===== config.mk =====
export PLATFORM = sky130hd
export DESIGN_NAME = divider_seq
export DESIGN_NICKNAME = d
export VERILOG_FILES = /design/src/rtl/divider_pkg.sv /design/src/rtl/divider_seq_step.sv /design/src/rtl/divider_seq.sv
export SDC_FILE = /design/constraint.sdc
export NUM_CORES = 1
export LEC_CHECK = 0
export CAP_MARGIN = 20
export CORE_ASPECT_RATIO = 0.9
export CORE_MARGIN = 4
export CORE_UTILIZATION = 35
export DETAILED_ROUTE_END_ITERATION = 10
export DONT_BUFFER_PORTS = 1
export GPL_TIMING_DRIVEN = 0
export MAX_ROUTING_LAYER = met4
export SYNTH_ARGS = -nofsm -noshare
export SYNTH_HDL_FRONTEND = slang
export SYNTH_SLANG_ARGS = --single-unit

===== constraint.sdc =====
create_clock -name clk -period 3.7 [get_ports clk]
set_clock_uncertainty 0.2 [all_clocks]
set_input_delay 0 -clock clk [delete_from_list [all_inputs] [get_ports clk]]
set_output_delay 0 -clock clk [all_outputs]
set_load 0.02 [all_outputs]

===== src/rtl/divider_pkg.sv =====
// rtl/divider_pkg.sv - shared state encoding and sizing helpers for the sequential divider
package divider_pkg;

  typedef enum logic [1:0] {
    IDLE,
    CALC,
    FIX,
    DONE
  } state_t;

  // Counter must hold values up to WIDTH_N-1 with headroom for the last step.
  function automatic int cnt_width(input int width_n);
    return $clog2(width_n + 1);
  endfunction

endpackage


===== src/rtl/divider_seq_step.sv =====
// rtl/divider_seq_step.sv - one restoring-division iteration: shift, trial-subtract, restore
module div_step #(
  parameter int WIDTH_D = 16
) (
  input  logic [WIDTH_D:0]   rem_in,
  input  logic               n_bit,
  input  logic [WIDTH_D-1:0] d_abs,
  output logic [WIDTH_D:0]   rem_out,
  output logic               q_bit
);

  logic [WIDTH_D+1:0] shifted;
  logic [WIDTH_D+1:0] diff;

  always_comb begin
    shifted = {rem_in, n_bit};
    diff    = shifted - {2'b00, d_abs};
    q_bit   = (shifted >= {2'b00, d_abs});
    // Remainder stays below |D|, so the top bit of either candidate is always zero.
    rem_out = q_bit ? (WIDTH_D+1)'(diff) : (WIDTH_D+1)'(shifted);
  end

endmodule


===== src/rtl/divider_seq.sv =====
// rtl/divider_seq.sv - radix-2 restoring divider with valid/ready handshake, signed or unsigned
module divider_seq
  import divider_pkg::*;
#(
  parameter bit SIGNED  = 1'b0,
  parameter int WIDTH_N = 16,
  parameter int WIDTH_D = 16
) (
  input  logic               clk,
  input  logic               rst_n,
  input  logic               in_valid,
  output logic               in_ready,
  input  logic [WIDTH_N-1:0] N,
  input  logic [WIDTH_D-1:0] D,
  output logic               out_valid,
  input  logic               out_ready,
  output logic [WIDTH_N-1:0] Q,
  output logic [WIDTH_D-1:0] R,
  output logic               dz
);

  localparam int CW = cnt_width(WIDTH_N);

  state_t             state, state_nxt;
  logic [CW-1:0]      cnt;
  logic [WIDTH_N-1:0] dvd;
  logic [WIDTH_D:0]   rem;
  logic [WIDTH_D-1:0] dsr;
  logic               neg_q, neg_r;

  logic               accept, d_zero, last_step;
  logic               n_neg, d_neg;
  logic [WIDTH_N-1:0] n_abs;
  logic [WIDTH_D-1:0] d_abs;
  logic [WIDTH_D:0]   rem_nxt;
  logic               q_bit;

  // Most-negative operands map onto their own bit pattern, which is the correct unsigned magnitude.
  always_comb begin
    accept    = in_valid & in_ready;
    d_zero    = (D == '0);
    last_step = (cnt == CW'(WIDTH_N - 1));
    n_neg     = SIGNED & N[WIDTH_N-1];
    d_neg     = SIGNED & D[WIDTH_D-1];
    n_abs     = n_neg ? -N : N;
    d_abs     = d_neg ? -D : D;
  end

  div_step #(.WIDTH_D(WIDTH_D)) u_step (
    .rem_in  (rem),
    .n_bit   (dvd[WIDTH_N-1]),
    .d_abs   (dsr),
    .rem_out (rem_nxt),
    .q_bit   (q_bit)
  );

  always_ff @(posedge clk or negedge rst_n) begin
    if (!rst_n) state <= IDLE;
    else        state <= state_nxt;
  end

  always_comb begin
    state_nxt = state;
    in_ready  = 1'b0;
    out_valid = 1'b0;
    case (state)
      IDLE: begin
        in_ready = 1'b1;
        if (in_valid) state_nxt = d_zero ? DONE : CALC;
      end
      CALC: if (last_step) state_nxt = FIX;
      FIX:  state_nxt = DONE;
      DONE: begin
        out_valid = 1'b1;
        if (out_ready) state_nxt = IDLE;
      end
      default: state_nxt = IDLE;
    endcase
  end

  // The dividend register doubles as the quotient: bits leave at the top, quotient bits enter at the bottom.
  always_ff @(posedge clk or negedge rst_n) begin
    if (!rst_n) begin
      cnt   <= '0;
      dvd   <= '0;
      rem   <= '0;
      dsr   <= '0;
      neg_q <= 1'b0;
      neg_r <= 1'b0;
      Q     <= '0;
      R     <= '0;
      dz    <= 1'b0;
    end else begin
      case (state)
        IDLE: if (accept) begin
          cnt   <= '0;
          dvd   <= n_abs;
          dsr   <= d_abs;
          rem   <= '0;
          neg_q <= n_neg ^ d_neg;
          neg_r <= n_neg;
          if (d_zero) begin
            Q  <= '1;
            R  <= '0;
            dz <= 1'b1;
          end
        end
        CALC: begin
          dvd <= {dvd[WIDTH_N-2:0], q_bit};
          rem <= rem_nxt;
          cnt <= cnt + CW'(1);
        end
        FIX: begin
          Q  <= neg_q ? -dvd : dvd;
          R  <= neg_r ? -rem[WIDTH_D-1:0] : rem[WIDTH_D-1:0];
          dz <= 1'b0;
        end
        default: ;
      endcase
    end
  end

endmodule


==> results.yml <==
yosys:
  syn-cell-area_um2: 4760
  synth_simple_gate_area_frac: 0.120
  async_flop_share: 1.00
  synth_top_cell_by_area: "dfrtp_1"
  yosys.area_share.adder: 0.0621
  ys.flop_type: "dfrtp_1"
  synth_top_family_by_area: "compound AO/OA/AOI/OAI gates"
  synth-seq-cells: 89
  synth_compound_area_frac: 0.170
  netlist.area_leader.share: 0.468
  syn_area_per_cell_um2: 9.46
  yosys_warnings: 0
  synth_mux_area_frac: 0.0863
  synthXorXnorAreaFrac: 0.0239
  syn_nets: 562
  ys_types: 48
  synth-edff-count: 0
  synth.top_cells.by_area: "dfrtp_1 (47%), o21ai_0 (6.8%), ha_1 (5.8%)"
  synthCells: 503
  ys_seq_area_frac: 0.468
critical_path:
  ff2ff_path_depth: 9
  crit_type: "flop to flop"
  crit_family: "simple AND/OR/NAND/NOR gates"
  slowest_delay_ns: 0.47
  cp_slowest_cell: "ha_1"
  crit-reg2reg-launch: "state[0]"
  r2r_end: "Q[7]"
  worst-path-buf-inv: 3
  required_ns: 3.71
  end_kind: "flop"
  r2r_slack_ns: 0.57
  worstSetupStartpointType: "flop"
  path_cells: "inv_1 > ha_1 > nor4b_1 > nand4_1 > nor3_1 > a21o_1 > buf_2 > clkbuf_1 > a31oi_1"
  cp_num_cells: 9
  arrival_ns: 3.14
  path_max_fanout: 10
sta:
  rsz0062_at_grt: "no"
  hold_viol: 0
  final.setup.tns_ns: 0
  tightestPinTransition_ns: 0.794
  fmax_mhz: 320
  finalCritPeriodShare: 0.845
  maxSlewViolCount: 0
  finalSetupViolCount: 0
  period_minus_slack_ns: 3.13
  slew-limit-headroom: 0.467
layout:
  multiInputGateArea_um2: 2200
  nets: 617
  regArea_um2: 2230
  design_area_um2: 5720
  layout_common_cells: "dfrtp_1 (89), o21ai_0 (65), inv_1 (56)"
  diodes: 0
  syn_to_final_growth_pct: 20.2
  layout-drive-gt1-share: 0.0853
  nFillCells: 1315
  final_common_cell: "dfrtp_1"
job:
  cap_violations: 0
clock_network:
  htree_levels: 3
  cts_root_buf: "clkbuf_16"
  clk-insertion-delay-late_ns: 0.35
  cts_made_buffers: 9
  postCtsSetupRepairBufs: 0
  clock-sinks: 89
  cts_buffer_depth: 2
  clk_pin_slew_ns: 0.07
  hold_buffers: 44
  cts_resized: 0
  tritoncts: "yes"
drt:
  num_vias: 3779
  detail_route.wl_per_cell_um: 16.4
  drc_errors: 0
  dr.pass1.iters: 4
  postRouteAntennaNets: 0
  wl_mm: 12.0
  routed_via_density: 5.17
  drt_iter0_markers: 219
grt:
  grt_overflow: 0
  grt_max_degree: 90
  track_usage: 0.166
  antenna_found_initial: 0
  grt_first_pass_wirelength_mm: 19.8
  grt_pass1_vias: 3817
power:
  p_leak_nw: 2.55
  peakVddDrop_mv: 0.383
  pwr_density_cell_nw_per_um2: 885
floorplan:
  fp.dieH_um: 119
  dieWidth_um: 131
  placementRows: 40
  ios: 71
  die_area_um2: 15500
  coreArea_um2: 13300
  initial_core_util: 0.357
min_path:
  hp-class: "input port to asynchronous set/reset pin"
placed_design:
  hpwl_mm: 9.03
  placed_cell_area_um2: 4970
  place_congestion: 0.836
  port_buffers: 0
status:
  outcome: "finished clean"
## routing by layer
layer | wire, um | track usage | vias up
li1 | - | - | 1864
met1 | 5940 | 0.240 | 1796
met2 | 5070 | 0.233 | 109
met3 | 871 | 0.0416 | 10
met4 | 111 | 0.0418 | 0
met5 | 0 | - | -
## stage by stage
step                      power [mW]  hold WS [ns]   util  std cells  worst slack (ns)
final                           5.06        0.0329  0.430        731             0.575
after global routing            5.49        0.0890  0.430        731             0.307
after CTS                       5.09        0.0500  0.430        731             0.564
after detailed placement        4.03        -0.491  0.373        671             0.577
after global placement          3.96        -0.492  0.373        671             0.645
after floorplan                 3.44        -0.496      -        503             0.979
## sequential cells by signal, indices dropped and copies added (netlist names)
register / flops
cnt: 5
R: 16
rem: 17
state: 2
dz: 1
dsr: 16
Q: 16
dvd: 16
## how the worst max path moves through the flow
| stage | start | end |
|---|---|---|
| 2_1_floorplan | dvd[15] | rem[7] |
| 3_3_place_gp | dvd[15] | rem[7] |
| 3_5_place_dp | state[0] | R[15] |
| 4_1_cts | state[0] | R[15] |
| 5_1_grt | state[0] | Q[8] |
| 6_report | state[0] | Q[7] |
## worst reg2reg max path: cells and delay by family (launching register included)
kind | cells | cell delay (ns)
and+or+nand+nor | 3 | 0.87
buffers and inverters | 3 | 0.73
adders and majority gates | 1 | 0.47
DFF | 1 | 0.40
AOI/OAI and AO/OA | 2 | 0.33
## power by group
group,leakage (nW),internal [mW],switching (mW)
logic,1.31,0.964,1.41
registers,1.10,1.34,0.442
clock network,0.140,0.477,0.434
## layout make-up
cell class / count / share of cell area
Clock buffer: 9 / 0.0394
Buffer: 26 / 0.0210
Inverter: 56 / 0.0368
Sequential cell: 89 / 0.389
Timing Repair Buffer: 44 / 0.0801
Multi-Input combinational cell: 332 / 0.385
Tap cell: 168 / 0.0368
Clock inverter: 7 / 0.0120
## kinds of logic (layout without fill, tap and decap cells)
kind of cell,count (synthesis),count (layout)
muxes,39,39
buffers and inverters,82,142
and+or+nand+nor,120,120
DFF,89,89
AOI/OAI and AO/OA,137,137
adders and majority gates,23,23
xor gates and xnor gates,13,13
## synthesized netlist by cell type (all sizes together), types with 7 or more instances
cell type,instances
mux2,16
inv,56
buf,9
o21ai,66
xor2,7
nand2,43
nor2,27
a21oi,23
ha,22
nand4,7
a31oi,18
nand3,19
a21o,7
clkbuf,17
mux2i,23
dfrtp,89
Power figures use the tool's default switching activity.
